### src/rtl/tlb_pkg.sv
// Shared types and constants for the 4-entry TLB replacement controller.
package tlb_pkg;

   localparam int TLB_ENTRIES = 4;
   localparam int CNT_W       = 12;

   localparam logic [CNT_W-1:0] CNT_MAX = 12'hFFF;

   typedef enum logic [1:0] {
      IDLE  = 2'd0,
      SEL   = 2'd1,
      WRITE = 2'd2,
      FLUSH = 2'd3
   } tlb_state_t;

   localparam logic [TLB_ENTRIES-1:0] OH_E0 = 4'b0001;
   localparam logic [TLB_ENTRIES-1:0] OH_E1 = 4'b0010;
   localparam logic [TLB_ENTRIES-1:0] OH_E2 = 4'b0100;
   localparam logic [TLB_ENTRIES-1:0] OH_E3 = 4'b1000;

   function automatic logic [TLB_ENTRIES-1:0] idx_to_oh(input logic [1:0] idx);
      logic [TLB_ENTRIES-1:0] oh;
      case (idx)
         2'd0:    oh = OH_E0;
         2'd1:    oh = OH_E1;
         2'd2:    oh = OH_E2;
         2'd3:    oh = OH_E3;
         default: oh = OH_E0;
      endcase
      return oh;
   endfunction

endpackage

### src/rtl/tlb_repl_ctrl_victim_pick.sv
// Combinational victim picker: invalid first, then non-G, then lowest counter,
// ties to the lower index. Two-level pairwise compare tree, always one-hot.
module tlb_victim_pick
   import tlb_pkg::*;
(
   input  logic [TLB_ENTRIES-1:0]       valid,
   input  logic [TLB_ENTRIES-1:0]       g,
   input  logic [TLB_ENTRIES*CNT_W-1:0] cnt,
   output logic [TLB_ENTRIES-1:0]       victim
);

   // Rank key, smaller is better. Invalid entries all rank 0 so the index tie-break picks the lowest.
   function automatic logic [CNT_W+1:0] rank_key(input logic v, input logic gb,
                                                 input logic [CNT_W-1:0] c);
      logic [CNT_W+1:0] k;
      if (v) begin
         k = {1'b1, gb, c};
      end else begin
         k = {(CNT_W+2){1'b0}};
      end
      return k;
   endfunction

   logic [CNT_W+1:0] key_s [TLB_ENTRIES];
   logic [CNT_W+1:0] lo_key_s;
   logic [CNT_W+1:0] hi_key_s;
   logic             lo_pick_s;
   logic             hi_pick_s;
   logic             top_pick_s;
   logic [1:0]       win_idx_s;

   // Pairwise tree: strict less-than keeps ties on the lower index at each level.
   always_comb begin
      for (int i = 0; i < TLB_ENTRIES; i++) begin
         key_s[i] = rank_key(valid[i], g[i], cnt[i*CNT_W +: CNT_W]);
      end
      lo_pick_s = (key_s[1] < key_s[0]);
      hi_pick_s = (key_s[3] < key_s[2]);
      if (lo_pick_s) begin
         lo_key_s = key_s[1];
      end else begin
         lo_key_s = key_s[0];
      end
      if (hi_pick_s) begin
         hi_key_s = key_s[3];
      end else begin
         hi_key_s = key_s[2];
      end
      top_pick_s = (hi_key_s < lo_key_s);
      if (top_pick_s) begin
         win_idx_s = {1'b1, hi_pick_s};
      end else begin
         win_idx_s = {1'b0, lo_pick_s};
      end
      victim = idx_to_oh(win_idx_s);
   end

endmodule

### src/rtl/tlb_repl_ctrl.sv
// TLB replacement/maintenance controller: owns valid, G and access counters,
// ages counters periodically, and sequences refills and flushes.
module tlb_repl_ctrl
   import tlb_pkg::*;
#(
   parameter int               AGE_PERIOD = 1024,
   parameter logic [CNT_W-1:0] CNT_INIT   = 12'd1
)(
   input  logic                       clk,
   input  logic                       rst_n,
   input  logic                       lookup_valid,
   input  logic [TLB_ENTRIES-1:0]     lookup_hit,
   input  logic                       refill_req,
   input  logic                       refill_g,
   output logic                       refill_ack,
   input  logic                       flush_req,
   input  logic                       flush_keep_g,
   output logic                       flush_ack,
   output logic [TLB_ENTRIES-1:0]     entry_we,
   output logic [TLB_ENTRIES-1:0]     entry_valid,
   output logic [TLB_ENTRIES-1:0]     entry_g,
   output logic [TLB_ENTRIES*CNT_W-1:0] acc_count,
   output logic                       busy
);

   localparam int AGE_W = $clog2(AGE_PERIOD);

   tlb_state_t             state_r;
   logic [TLB_ENTRIES-1:0] victim_r;
   logic                   refill_g_r;
   logic                   keep_g_r;
   logic [TLB_ENTRIES-1:0] valid_r;
   logic [TLB_ENTRIES-1:0] g_r;
   logic [CNT_W-1:0]       cnt_r [TLB_ENTRIES];
   logic [AGE_W-1:0]       age_r;

   logic [TLB_ENTRIES-1:0] victim_s;
   logic [TLB_ENTRIES-1:0] flush_mask_s;
   logic [TLB_ENTRIES-1:0] valid_nxt_s;
   logic [TLB_ENTRIES-1:0] g_nxt_s;
   logic [CNT_W-1:0]       cnt_nxt_s [TLB_ENTRIES];
   logic [CNT_W-1:0]       base_s    [TLB_ENTRIES];
   logic [TLB_ENTRIES-1:0] hit_s;
   logic                   tick_s;

   assign acc_count   = {cnt_r[3], cnt_r[2], cnt_r[1], cnt_r[0]};
   assign entry_valid = valid_r;
   assign entry_g     = g_r;
   assign tick_s      = (age_r == AGE_W'(AGE_PERIOD - 1));

   tlb_victim_pick u_pick (
      .valid  (valid_r),
      .g      (g_r),
      .cnt    (acc_count),
      .victim (victim_s)
   );

   // Next entry state: aging and hits first, then WRITE/FLUSH override them.
   always_comb begin
      if (keep_g_r) begin
         flush_mask_s = ~g_r;
      end else begin
         flush_mask_s = 4'b1111;
      end
      for (int i = 0; i < TLB_ENTRIES; i++) begin
         hit_s[i] = lookup_valid & lookup_hit[i] & valid_r[i];
         if (tick_s) begin
            base_s[i] = {1'b0, cnt_r[i][CNT_W-1:1]};
         end else begin
            base_s[i] = cnt_r[i];
         end
         if (hit_s[i] && (base_s[i] != CNT_MAX)) begin
            cnt_nxt_s[i] = base_s[i] + 12'd1;
         end else begin
            cnt_nxt_s[i] = base_s[i];
         end
         valid_nxt_s[i] = valid_r[i];
         g_nxt_s[i]     = g_r[i];
         if ((state_r == WRITE) && victim_r[i]) begin
            valid_nxt_s[i] = 1'b1;
            g_nxt_s[i]     = refill_g_r;
            cnt_nxt_s[i]   = CNT_INIT;
         end else if ((state_r == FLUSH) && flush_mask_s[i]) begin
            valid_nxt_s[i] = 1'b0;
            cnt_nxt_s[i]   = 12'd0;
         end else begin
            valid_nxt_s[i] = valid_r[i];
         end
      end
   end

   // Entry array state and free-running age timer.
   always_ff @(posedge clk or negedge rst_n) begin
      if (!rst_n) begin
         valid_r <= 4'b0000;
         g_r     <= 4'b0000;
         age_r   <= '0;
         for (int i = 0; i < TLB_ENTRIES; i++) begin
            cnt_r[i] <= 12'd0;
         end
      end else begin
         valid_r <= valid_nxt_s;
         g_r     <= g_nxt_s;
         for (int i = 0; i < TLB_ENTRIES; i++) begin
            cnt_r[i] <= cnt_nxt_s[i];
         end
         if (tick_s) begin
            age_r <= '0;
         end else begin
            age_r <= age_r + AGE_W'(1);
         end
      end
   end

   // Control FSM; strobes are loaded on the edge entering WRITE/FLUSH so they line up with those states.
   always_ff @(posedge clk or negedge rst_n) begin
      if (!rst_n) begin
         state_r    <= IDLE;
         victim_r   <= 4'b0000;
         refill_g_r <= 1'b0;
         keep_g_r   <= 1'b0;
         entry_we   <= 4'b0000;
         refill_ack <= 1'b0;
         flush_ack  <= 1'b0;
         busy       <= 1'b0;
      end else begin
         entry_we   <= 4'b0000;
         refill_ack <= 1'b0;
         flush_ack  <= 1'b0;
         case (state_r)
            IDLE: begin
               if (flush_req) begin
                  state_r   <= FLUSH;
                  keep_g_r  <= flush_keep_g;
                  flush_ack <= 1'b1;
                  busy      <= 1'b1;
               end else if (refill_req) begin
                  state_r <= SEL;
                  busy    <= 1'b1;
               end else begin
                  state_r <= IDLE;
                  busy    <= 1'b0;
               end
            end
            SEL: begin
               victim_r   <= victim_s;
               refill_g_r <= refill_g;
               entry_we   <= victim_s;
               refill_ack <= 1'b1;
               state_r    <= WRITE;
               busy       <= 1'b1;
            end
            WRITE: begin
               state_r <= IDLE;
               busy    <= 1'b0;
            end
            FLUSH: begin
               state_r <= IDLE;
               busy    <= 1'b0;
            end
            default: begin
               state_r <= IDLE;
               busy    <= 1'b0;
            end
         endcase
      end
   end

endmodule

### config.mk
export PLATFORM = sky130hd
export DESIGN_NAME = tlb_repl_ctrl
export DESIGN_NICKNAME = d
export VERILOG_FILES = /design/src/rtl/tlb_pkg.sv /design/src/rtl/tlb_repl_ctrl_victim_pick.sv /design/src/rtl/tlb_repl_ctrl.sv
export SDC_FILE = /design/constraint.sdc
export NUM_CORES = 1
export LEC_CHECK = 0
export CELL_PAD_IN_SITES_DETAIL_PLACEMENT = 0
export CELL_PAD_IN_SITES_GLOBAL_PLACEMENT = 1
export CORE_MARGIN = 8
export CORE_UTILIZATION = 40
export DETAILED_ROUTE_END_ITERATION = 10
export DONT_BUFFER_PORTS = 1
export GPL_TIMING_DRIVEN = 0
export PLACE_DENSITY_LB_ADDON = 0.25
export SLEW_MARGIN = 5
export SYNTH_ARGS = -nofsm -noshare
export SYNTH_HDL_FRONTEND = slang
export SYNTH_SLANG_ARGS = --single-unit
export TNS_END_PERCENT = 1
### constraint.sdc
create_clock -name clk -period 4.99 [get_ports clk]
set_input_delay 0.499 -clock clk [delete_from_list [all_inputs] [get_ports clk]]
set_output_delay 0.499 -clock clk [all_outputs]
set_load 0.02 [all_outputs]
# Word-level counts from Yosys, hierarchy flattened
# Cells that the tools add are included.
[word_totals] reg_bits=81 latch_bits=0 ramBits=0 mem_bits_ro=0 input_bits=11 output_inout_bits=63 word_cells=113 n_memories=0
[classes] add_sub_neg=5 multipliers=0 div=0 n_lt_le_gt_ge=3 n_eq_ne=11 shift=0 mux=44 bitwise_logic=9 n_reduce_logical=20
[op_table] operator="12-bit two-way mux" count=16
[op_table] operator="14-bit two-way mux" count=6
[op_table] operator="12-bit by 1-bit adder with 12-bit output, second input constant" count=4
[op_table] operator="12-bit inequality test, second input constant" count=4
[op_table] operator="14-bit < comparator" count=3
[op_table] operator="4-bit one-hot mux with 4 select lines" count=1
[op_table] operator="1-bit two-way mux" count=14
[op_table] operator="1-bit logical AND" count=12
[op_table] operator="10-bit by 1-bit adder with 10-bit output, second input constant" count=1
[op_table] operator="10-bit == test, second input constant" count=1
[op_table] operator="10-bit two-way mux" count=1
[op_table] operator="1-bit bitwise AND" count=8
[op_table] operator="2-bit == test, second input constant" count=4
[op_table] operator="4-bit two-way mux" count=2
[op_table] operator="2-bit nonzero test" count=4
[op_table] operator="2-bit one-hot mux with 3 select lines" count=1
[op_table] operator="2-bit by 1-bit == test with 1-bit output, second input constant" count=2
[op_table] operator="2-bit zero test" count=2
[op_table] operator="2-bit two-way mux" count=2
[op_table] operator="4-bit inverter" count=1
[op_table] operator="1-bit one-hot mux with 3 select lines" count=1
[op_table] operator="2-bit AND reduction" count=1
[op_table] operator="2-bit OR reduction" count=1

# Logic depth before layout (Yosys ltp)
[logic_depth] depth_word=8 depth_mapped=20

# By module
# From an unflattened synthesis, not the netlist that was laid out.
[hier_totals] hier_cells=831 hier_area_um2=6726.5
[modules_own_cells] mod="tlb_repl_ctrl" n_inst=1 cells_per_inst=576 area_per_inst_um2=5089.9 seq_area_each_um2=2026.9
[modules_own_cells] mod="tlb_victim_pick" n_inst=1 cells_per_inst=255 area_per_inst_um2=1636.6 seq_area_each_um2=0.0

# Worst setup path before layout
# OpenSTA, ideal clock, no wires.
[synth_timing] path_type="register to register" from="register valid_r[0], in the netlist entry_valid[0]" to="register victim_r[0]" arrival_ps=4379 required_time_ps=4869 slack_ps=490 path_stages_with_launch=20 period_less_slack_ps=4500 path_cell_list="dfrtp_1 clkbuf_1 clkbuf_1 buf_1 nand2_1 ha_1 o21ai_0 nor2_1 o311ai_1 nand3_2 buf_2 buf_1 a31oi_1 ha_1 a211oi_1 o21bai_1 a21oi_1 o21ai_0 o41a_1 a22o_1"
[synth_between] elab_chain_len=7 word_cells_on_any_way=10
[synth_rtl] element="from (decl)" line="tlb_repl_ctrl.sv:32" rtl="logic [TLB_ENTRIES-1:0] valid_r;"
[synth_rtl] element="from (signal assigned)" line="tlb_repl_ctrl.sv:102" rtl="valid_r <= valid_nxt_s;"
[synth_rtl] element="14-bit two-way mux (*)" line="tlb_repl_ctrl_victim_pick.sv:16" rtl="if (v) begin"
[synth_rtl] element="14-bit < comparator" line="tlb_repl_ctrl_victim_pick.sv:37" rtl="lo_pick_s = (key_s[1] < key_s[0]);"
[synth_rtl] element="14-bit two-way mux" line="tlb_repl_ctrl_victim_pick.sv:39" rtl="if (lo_pick_s) begin"
[synth_rtl] element="14-bit < comparator" line="tlb_repl_ctrl_victim_pick.sv:49" rtl="top_pick_s = (hi_key_s < lo_key_s);"
[synth_rtl] element="2-bit two-way mux (*)" line="tlb_repl_ctrl_victim_pick.sv:50" rtl="if (top_pick_s) begin"
[synth_rtl] element="2-bit == test, or another cell as far along" line="tlb_pkg.sv:23" rtl="case (idx)"
[synth_rtl] element="4-bit one-hot mux with 4 select lines (*)" line="tlb_pkg.sv:23"
[synth_rtl] element="to (signal assigned)" line="tlb_repl_ctrl.sv:146" rtl="victim_r <= victim_s;"
[synth_rtl] element="to (decl)" line="tlb_repl_ctrl.sv:29" rtl="logic [TLB_ENTRIES-1:0] victim_r;"
# Mark *: on every way between the ends. The rest lies on a longest branch, timed or not.
# A chain may end at the register's enable or synchronous reset.

# Worst setup path in the final report
[layout_timing] from="register valid_r[3], in the netlist entry_valid[3]" to="register victim_r[1]"
[layout_between] elab_chain_len=7 word_cells_on_any_way=10
[layout_rtl] element="14-bit two-way mux (*)" line="tlb_repl_ctrl_victim_pick.sv:16"
[layout_rtl] element="14-bit < comparator" line="tlb_repl_ctrl_victim_pick.sv:38" rtl="hi_pick_s = (key_s[3] < key_s[2]);"
[layout_rtl] element="14-bit two-way mux" line="tlb_repl_ctrl_victim_pick.sv:44" rtl="if (hi_pick_s) begin"
[layout_rtl] element="14-bit < comparator" line="tlb_repl_ctrl_victim_pick.sv:49"
[layout_rtl] element="2-bit two-way mux (*)" line="tlb_repl_ctrl_victim_pick.sv:50"
[layout_rtl] element="2-bit == test, or another cell as far along" line="tlb_pkg.sv:23"
[layout_rtl] element="4-bit one-hot mux with 4 select lines (*)" line="tlb_pkg.sv:23"
# Marked as above.

==> results.md <==
Global routing:
- The number of global-route vias before repair came to about 6000.
- The number of antenna violations at the first check in global routing is 0.
- The maximum number of pins on one net before global-route repair is 82.
- The first-pass GRT wire length is 34.7 mm.
- Summed over all layers, the global routing overflow is 0.
- Across every metal layer, demand over resource in global routing totals 0.223.

Detailed routing:
- The total DRC errors in the routed layout is 0.
- The post-detailed-routing wire length is between 20 and 25 mm.
- The length of the first detailed-routing pass in iterations is 5.
- For this block, the initial DRC count from the detailed router was 492.
- In this run the remaining antenna-violating nets after routing total 0.
- The number of vias per cell after detailed routing is about 5.9.
- The via count is 6253.
- The detail-routed net length per standard cell is about 21 um.

Setup path:
- The category of the worst setup path capture point is a flip-flop.
- By startpoint and endpoint, the worst setup path is classified as reg -> reg.
- The maximum fanout encountered on the critical timing path is 10.
- The worst setup path is launched from a flip-flop.
- The data arrival time of the critical path is a little under 5 ns.
- STA puts the critical path data required time at 5.23 ns.

Timing:
- The number of setup violations in the final report is 0.
- The number of pins exceeding their max-slew limit in the final report is 0.
- The final hold violation count is 1.
- The slew at the pin closest to its max-slew limit is 0.846 ns.
- The peak clock frequency supported by timing is roughly 0.22 GHz.
- In the finished design, the share of the clock period the worst path needs comes to 0.922.
- Across the routed clock network, the largest skew measured is 0.00742 ns.
- The minimum clock period is between 4 and 5 ns.
- After routing, the total negative slack on setup checks comes to 0 ns.
- Setup repair after global routing left no endpoint under its margin.
- Headroom to the max-slew limit came out at 0.436.
- Across all hold checks on the routed design, the worst slack comes to -0.00132 ns.

Power:
- The worst IR drop on VDD is 0.000278 V.
- The leakage power is between 0.003 and 0.004 uW.
- In this run the power density over the cells is 492 nW/um^2.

Die:
- From bottom edge to top edge, the die measures approximately 140 um.
- The die covers 20500 um^2.
- The die is 143 um wide.
- Row generation in the floorplan step produced 46 rows.
- The area of the core is approximately 16000 um^2.
- The starting density of the core is 0.409.
- The number of top-level pins is 74.

Synth:
- In the post-synthesis netlist, the biggest area contributors are dfrtp_1 (31%), nand2_1 (11%), ha_1 (8.5%), a21oi_1 (3.6%), nor2_1 (3.2%).
- The largest area contributor in the netlist is dfrtp_1.
- The net count after synthesis is 879.
- The post-synthesis register bit count is 81.
- For this run, the leading register cell type out of synthesis is dfrtp_1.
- The mean area per synthesized cell is 7.85 um^2.
- In the synthesized netlist the async set-or-reset flop fraction comes to 1.00.
- After synthesis the cells add up to approximately 6500 um^2.
- Of the synthesized area, sequential elements account for 0.313.
- The gate count of the mapped netlist is about 800.
- Of the post-synthesis cell area, the dominant cell type holds 0.313.
- The synthesized design contains 0 enable-type register cells.
- The number of different library cells used by synthesis comes to 69.
- Yosys printed 0 warnings.

CTS:
- Clock tree synthesis found a total of about 80 sinks.
- Buffers inserted during clock tree synthesis total 9.
- The level count of the clock H-tree is 3.
- The maximum count of clock buffers along a single path is 2.
- TritonCTS built the clock tree.
- Clock latency on the worst-skew pair, taken at its later pin, is 0.35 ns.
- The master cell of the clock root buffer is clkbuf_16.
- Clock-pin slew was measured on the worst setup and hold paths at roughly 0.07 ns.

Final layout:
- The library cell used most frequently in the layout, excluding fill and tap cells, is nand2_1.
- In the final layout, the share of cells above drive strength 1 is 0.0842.
- The number of nets in the final layout is 893.
- The top cell types in the final layout, fill and taps aside, are nand2_1 (195), dfrtp_1 (80), nor2_1 (55), a21oi_1 (47), ha_1 (44).
- The number of antenna repair diodes is 0.
- Once layout is complete, the utilization of the core stands at 0.450.
- The area overhead of the layout relative to synthesis is 10.0%.

Place:
- The count of port buffers added during placement is 0.
- The HPWL after detailed placement is approximately 16 mm.
- The global placement routability congestion is ~0.95.

Outcome:
- The checks that failed: negative hold slack.
- The flow ran to the end, but the final reports show violations.

Min path:
- In this run the worst hold path is classified as in -> async.

Job:
- The number of max-cap violations is 0.
[registers in the layout, indices dropped and copies added, names as in the netlist]
signal,count
acc_count,48
state_r,2
entry_valid,4
victim_r,4
age_r,10
refill_ack,1
refill_g_r,1
flush_ack,1
busy,1
keep_g_r,1
entry_g,4
entry_we,4
[power by group]
group / switching [uW] / leakage [uW] / internal (uW)
Clock: 294 / 0.000149 / 416
Sequential: 301 / 0.00106 / 780
Combinational: 1080 / 0.00196 / 631
[cell type report]
cell class,count,area (um^2)
Timing Repair Buffer,3,42.5
Inverter,27,101
Clock inverter,4,51.3
Multi-Input combinational cell,663,4120
Buffer,53,248
Clock buffer,12,256
Sequential cell,81,2030
Fill cell,1612,8710
Tap cell,216,270
[worst max-delay path: stages, from the launching register on]
cell and delay, ns:
dfrtp_1 0.56, clkbuf_2 0.29, clkbuf_2 0.24, nand2_1 0.15, inv_1 0.10, ha_1 0.24, a21oi_1 0.15, o21ai_0 0.11
a221oi_1 0.25, o21ai_0 0.12, buf_2 0.25, clkbuf_2 0.29, mux2i_1 0.19, ha_1 0.22, a211oi_1 0.23, o21bai_1 0.10
a21oi_1 0.15, o21ai_0 0.12, o41a_1 0.48, a22o_1 0.24
[Yosys cell counts (all sizes together) (3+ instances only)]
cell type	instances
a211oi	10
a21boi	3
a21o	8
a21oi	47
a22o	3
a311oi	3
a31oi	24
a32oi	3
and2	13
and3	12
and4	7
buf	19
clkbuf	34
dfrtp	81
ha	44
inv	27
mux2	8
mux2i	18
nand2	195
nand2b	4
nand3	34
nand4	15
nor2	55
nor2b	10
nor3	14
nor4	4
o211a	4
o211ai	10
o21ai	39
o21bai	3
o22ai	7
o311ai	4
o31ai	3
or3	6
xnor2	14
xor2	17
[logic make-up (layout without fill, tap and decap cells)]
group | after synthesis | count (layout) | synth area share
compound gates | 189 | 189 | 0.199
xor+xnor | 31 | 31 | 0.0420
fa+ha+maj | 44 | 44 | 0.0851
buf+inv | 80 | 99 | 0.0511
flops | 81 | 81 | 0.313
mux | 26 | 26 | 0.0424
simple gates | 373 | 373 | 0.267
[final timing paths]
kind	start	to	slack (ns)	cells past startpoint
min in group clk	refill_g	refill_g_r$_DFFE_PN0P_	0.27	2
worst min-delay path	rst_n	acc_count[30]$_DFF_PN0_	-0.001	1
worst max register to register	entry_valid[3]$_DFFE_PN0P_	victim_r[1]$_DFFE_PN0P_	0.39	19
worst min register to register	age_r[9]$_DFF_PN0_	age_r[9]$_DFF_PN0_	0.51	1
worst max-delay path	entry_valid[3]$_DFFE_PN0P_	victim_r[1]$_DFFE_PN0P_	0.39	19
max in group asynchronous	rst_n	entry_valid[1]$_DFFE_PN0P_	4.55	1
[through the flow]
step	hold WS [ns]	setup slack [ns]	area, um^2	total power [uW]	instances
final	-0.00132	0.388	7120	3500	1059
after global routing	0.0330	0.00238	7120	3770	1059
after CTS	0.0683	0.0101	7080	3460	1057
after detailed placement	0.208	-0.391	6740	2720	1040
after global placement	0.207	-0.354	6740	2680	1040
after floorplan	0.203	0.490	6470	2220	824
[routing by layer]
metal	wire, um	global-route usage	share of wire
met1	10100	0.295	0.45
met2	10600	0.355	0.47
met3	1390	0.0524	0.062
met4	390	0.0615	0.017
met5	0	0	0
[repair_timing]
| item | 4_1_cts | 5_1_grt |
|---|---|---|
| hold buffers | 1 | 0 |
| resized for setup | 7 | 16 |
| pin swaps | 1 | 2 |
| cloned | 0 | 0 |
| endpoints found under the setup margin | 8 | 10 |
| endpoints found under the hold margin | 81 | 0 |
| setup buffers | 0 | 2 |
No activity file was read; power rests on OpenSTA's default activity.
